File: src/rtl/ksa_if.sv
// Request/memory bus for the ARC4 key-scheduling stage: en/rdy handshake,
// key input and the single-port S memory port.
interface ksa_if;
  logic        en;
  logic        rdy;
  logic [23:0] key;
  logic [7:0]  addr;
  logic [7:0]  rddata;
  logic [7:0]  wrdata;
  logic        wren;

  modport slave (
    input  en, key, rddata,
    output rdy, addr, wrdata, wren
  );

  modport master (
    output en, key, rddata,
    input  rdy, addr, wrdata, wren
  );
endinterface

File: src/rtl/ksa.sv
// ARC4 key-scheduling permutation over a shared 256x8 S memory with a
// one-cycle synchronous read port. Four cycles per i, 1024 busy cycles per run.
module ksa (
  input  logic   clk,
  input  logic   rst_n,
  ksa_if.slave   bus
);

  typedef enum logic [2:0] {IDLE, RD_I, CAP_I, CAP_J, WR_J} state_t;

  state_t      state, state_nx;
  logic [7:0]  i, j, si;
  logic [23:0] k;
  logic [1:0]  kc;   // i mod 3, stepped alongside i
  logic [7:0]  kb, jn;

  always_comb begin
    case (kc)
      2'd0:    kb = k[23:16];
      2'd1:    kb = k[15:8];
      default: kb = k[7:0];
    endcase
  end

  // rddata holds S[i] during CAP_I; the sum wraps at 8 bits
  assign jn = j + bus.rddata + kb;

  always_ff @(posedge clk) begin
    if (!rst_n) begin
      state <= IDLE;
      i     <= 8'd0;
      j     <= 8'd0;
      si    <= 8'd0;
      k     <= 24'd0;
      kc    <= 2'd0;
    end else begin
      state <= state_nx;
      case (state)
        IDLE: if (bus.en) begin
          k  <= bus.key;
          i  <= 8'd0;
          j  <= 8'd0;
          kc <= 2'd0;
        end
        CAP_I: begin
          si <= bus.rddata;
          j  <= jn;
        end
        WR_J: if (i != 8'hFF) begin
          i  <= i + 8'd1;
          kc <= (kc == 2'd2) ? 2'd0 : kc + 2'd1;
        end
        default: ;
      endcase
    end
  end

  // CAP_J writes S[j] into slot i, WR_J writes old S[i] into slot j; when
  // i==j both writes land on the same slot with the same value.
  always_comb begin
    state_nx   = state;
    bus.rdy    = 1'b0;
    bus.addr   = 8'd0;
    bus.wrdata = 8'd0;
    bus.wren   = 1'b0;
    case (state)
      IDLE: begin
        bus.rdy = 1'b1;
        if (bus.en) state_nx = RD_I;
      end
      RD_I: begin
        bus.addr = i;
        state_nx = CAP_I;
      end
      CAP_I: begin
        bus.addr = jn;
        state_nx = CAP_J;
      end
      CAP_J: begin
        bus.addr   = i;
        bus.wrdata = bus.rddata;
        bus.wren   = 1'b1;
        state_nx   = WR_J;
      end
      WR_J: begin
        bus.addr   = j;
        bus.wrdata = si;
        bus.wren   = 1'b1;
        state_nx   = (i == 8'hFF) ? IDLE : RD_I;
      end
      default: state_nx = IDLE;
    endcase
  end

endmodule
File: src/flat_wrapper.sv
// flat-port wrapper written by rule: the top's interface ports become plain ports
module ksa_flat 
  (clk, rst_n, bus_en, bus_key, bus_rddata, bus_rdy, bus_addr, bus_wrdata, bus_wren);
  ksa_if bus_i ();
  input  logic clk;
  input  logic rst_n;
  input wire logic [$bits(bus_i.en)-1:0] bus_en;
  input wire logic [$bits(bus_i.key)-1:0] bus_key;
  input wire logic [$bits(bus_i.rddata)-1:0] bus_rddata;
  output wire logic [$bits(bus_i.rdy)-1:0] bus_rdy;
  output wire logic [$bits(bus_i.addr)-1:0] bus_addr;
  output wire logic [$bits(bus_i.wrdata)-1:0] bus_wrdata;
  output wire logic [$bits(bus_i.wren)-1:0] bus_wren;
  assign bus_i.en = bus_en;
  assign bus_i.key = bus_key;
  assign bus_i.rddata = bus_rddata;
  assign bus_rdy = bus_i.rdy;
  assign bus_addr = bus_i.addr;
  assign bus_wrdata = bus_i.wrdata;
  assign bus_wren = bus_i.wren;
  ksa u_core (.clk(clk), .rst_n(rst_n), .bus(bus_i));
endmodule
File: config.mk
export PLATFORM = sky130hd
export DESIGN_NAME = ksa_flat
export DESIGN_NICKNAME = d
export VERILOG_FILES = /design/src/rtl/ksa_if.sv /design/src/rtl/ksa.sv /design/src/flat_wrapper.sv
export SDC_FILE = /design/constraint.sdc
export NUM_CORES = 1
export LEC_CHECK = 0
export CORE_AREA = 2 2 78 80
export DETAILED_ROUTE_END_ITERATION = 7
export DIE_AREA = 0 0 80 82
export PLACE_DENSITY = 0.78
export SLEW_MARGIN = 20
export SYNTH_ARGS = -nofsm -noshare
export SYNTH_HDL_FRONTEND = slang
export SYNTH_SLANG_ARGS = --single-unit
File: constraint.sdc
create_clock -name clk -period 5.7 [get_ports clk]
set_input_delay 1.71 -clock clk [delete_from_list [all_inputs] [get_ports clk]]
set_output_delay 1.71 -clock clk [all_outputs]
set_load 0.005 [all_outputs]
==> out/results.ini <==
[cts]
cts_tree = yes
path_clk_slew_ns = 0.10
h-tree-depth = 2
clock_sinks = 53
clock_path_buffers = 2
clk_latency_ns = 0.31
numCtsBuffers = 5
root_buffer = clkbuf_8
cts_hold_buf = 0

[drt]
first_pass_iters = 5
drtIter0Drc = 230
avgViaCountPerCell = 5.56
num_vias = 2882
ant_nets = 0
wl_per_cell_um = 15.0
routed_wl_mm = 7.76
drc = 0

[power]
p_total_mw = 1.08
p_sw_share_pct = 33.5
leakagePower_nw = 1.51
peakVddDrop_uv = 175
power_frac_seq_pct = 39.8
comb_power_share_pct = 35.7
power.switching_mw = 0.361
clkPwrFrac_pct = 24.4
intPower_mw = 0.716
p_per_area_nw_per_um2 = 281

[setup_path]
path_class = input pin to output port
worstSetupStartpoint = bus_rddata[1]
r2r_slack_ns = 1.41
reg2regPathDepth = 23
crit_arrival_ns = 3.93
cp-start-kind = input pin
endpoint = bus_addr[5]
worstPathRequired_ns = 3.99
cp-end-kind = output port
r2r-start = u_core.kc[1]$_SDFFE_PN0P_
r2r-end = u_core.j[7]$_SDFFE_PN0P_
cp_max_fo = 2

[floorplanning]
ios = 53
die_w_um = 80
die-area_um2 = 6560
start_util_pct = 50.2
rows = 28
die_y_um = 82
core_um2 = 5750

[finish]
layout.nets = 493
antenna_cells = 0
num-fill-cells = 488
fin_util_pct = 66.7
drive_gt1_share_pct = 15.8
area_delta_synth_final_pct = 32.7

[placement]
place_ws_ns = -0.775
place_hpwl_mm = 5.01
portBuffers = 52
gp_congestion = 0.834

[sta]
min_period_ns = 5.64
finalSetupViolCount = 0
fin_tns_setup_ns = 0
tightest_slew_ns = 1.00
worst_clock_skew_ns = 0.00707
postLayoutSetupSlackWorst_ns = 0.0589
drv_slew = 0
hold_viol_final = 0
fmax_mhz = 177
slew_headroom_pct = 33.2
fin_crit_sh_pct = 99.0

[global_route]
grt_max_degree = 46
grt_util_all_layers_pct = 24.2
grt_pass1_wl_mm = 12.4
antenna_found_initial = 0
grt_pass1_vias = 2665
gr-total-overflow = 0

[yosys]
synth_area_um2 = 2890
yosysSeqAreaShare_pct = 36.8
synth.ff_latch_count = 53
synth_cells = 370
synthTopCellsByArea = dfxtp_1 (37%), nand2_1 (11%), a21oi_1 (8.5%), fa_1 (5.5%), inv_1 (3.3%)
synth_fp_nets = 420
netlist.area_leader.share_pct = 36.8
synth_area_per_cell_um2 = 7.80
synth_cell_types = 43
yosys.area.top_type = dfxtp_1
yosysWarnings = 0

[flow_run]
drv_cap = 0

[run_status]
outcome = complete, no violations

[worst_hold_path]
hold_class = flop to flop

==> per-layer routing <==
metal	track usage, %	vias up	routed length (µm)
met5	0	-	0
met4	11.0	0	288
met3	3.85	30	436
met2	41.6	135	3760
met1	29.8	1324	3270
li1	-	1393	-
==> power groups by stage <==
stage	registers (mW)	logic, mW	clock network, mW
floorplan	0.425	0.201	0
global placement	0.435	0.306	0
detailed placement	0.437	0.317	0
CTS	0.429	0.360	0.263
global route	0.434	0.420	0.277
finish	0.429	0.385	0.263
==> final cells by class <==
class	count	area [µm²]	area share, %
inverter	26	97.6	2.55
clock buffer	5	68.8	1.80
multi-input combinational	271	1710	44.7
tap	75	93.8	2.45
clock inverter	2	38.8	1.01
timing repair buffer	86	757	19.8
sequential	53	1060	27.7
==> layout by cell type (no fill, tap or decap), types with 5 or more instances in the layout <==
cell             Yosys  final
fa_1                 8      7
a22o_1               8      8
a31oi_1              5      5
inv_1               25     22
a21oi_1             49     46
nand2_1             83     83
nor3_1               5      5
dfxtp_1             53     53
o21ai_0             13      7
a22oi_1              7      7
clkbuf_8             0      5
buf_4                1     33
xnor2_1              9      9
nor2_1              24     23
mux2i_1              8      8
nand3_1             10     10
clkdlybuf4s50_1      0     40
==> worst min-delay path by stage <==
stage	from	to	slack, ns	cells past startpoint
global placement	u_core.k[15]$_SDFFE_PN0P_	u_core.k[15]$_SDFFE_PN0P_	0.44	2
CTS	u_core.k[0]$_SDFFE_PN0P_	u_core.k[0]$_SDFFE_PN0P_	0.46	2
floorplan	u_core.k[16]$_SDFFE_PN0P_	u_core.k[16]$_SDFFE_PN0P_	0.44	2
finish	u_core.k[23]$_SDFFE_PN0P_	u_core.k[23]$_SDFFE_PN0P_	0.46	2
detailed placement	u_core.k[0]$_SDFFE_PN0P_	u_core.k[0]$_SDFFE_PN0P_	0.45	2
global route	u_core.k[14]$_SDFFE_PN0P_	u_core.k[14]$_SDFFE_PN0P_	0.48	2
==> cells in the mapped netlist, drive strengths merged <==
| cell type | instances |
|---|---|
| a21o | 2 |
| nor2b | 2 |
| nand3 | 10 |
| nor3b | 3 |
| a31oi | 5 |
| or2 | 1 |
| xor2 | 5 |
| ha | 7 |
| inv | 26 |
| a22oi | 7 |
| nand4b | 1 |
| o21ai | 14 |
| mux2i | 8 |
| nand4 | 1 |
| o2111ai | 2 |
| a21oi | 49 |
| nor2 | 24 |
| a221o | 1 |
| nor3 | 5 |
| and3 | 1 |
| dfxtp | 53 |
| o21a | 1 |
| o31a | 1 |
| xnor2 | 9 |
| nand2 | 84 |
| a311o | 1 |
| nor4 | 1 |
| and2 | 3 |
| fa | 8 |
| o211ai | 1 |
| nand3b | 1 |
| clkbuf | 14 |
| a211oi | 5 |
| buf | 6 |
| a22o | 8 |
==> worst max-delay path: stages <==
cell and delay (ns):
buf_2 0.12, fa_1 0.46, ha_2 0.21, fa_2 0.36, buf_6 0.13, a21o_1 0.18, a211oi_2 0.23, nor2_2 0.08
a221o_1 0.26, clkdlybuf4s15_2 0.21
==> timing repair <==
item,CTS,global route
pin swaps,11,11
gates resized for setup,35,17
endpoints found under the setup margin,6,4
buffers inserted,17,0
==> logic make-up after synthesis <==
kind of cell / after synthesis / share of synthesized area [%]
simple gates: 137 / 20.6
compound gates: 97 / 20.5
flops: 53 / 36.8
buf+inv: 46 / 6.55
fa+ha+maj: 15 / 8.58
xor+xnor: 14 / 4.25
mux: 8 / 2.77
==> through the flow <==
step,cell area [µm²],std cells,hold slack [ns]
after floorplan,2890,370,0.436
after global placement,3540,494,0.441
after detailed placement,3540,494,0.449
after CTS,3820,518,0.463
after global routing,3830,518,0.478
final,3830,518,0.462
==> flip-flops by register name, indices dropped and copies added, names as in the netlist <==
| signal | flops |
|---|---|
| u_core.k | 24 |
| u_core.i | 8 |
| u_core.j | 8 |
| u_core.si | 8 |
| u_core.state | 3 |
| u_core.kc | 2 |
No activity file was read; power rests on OpenSTA's default activity.
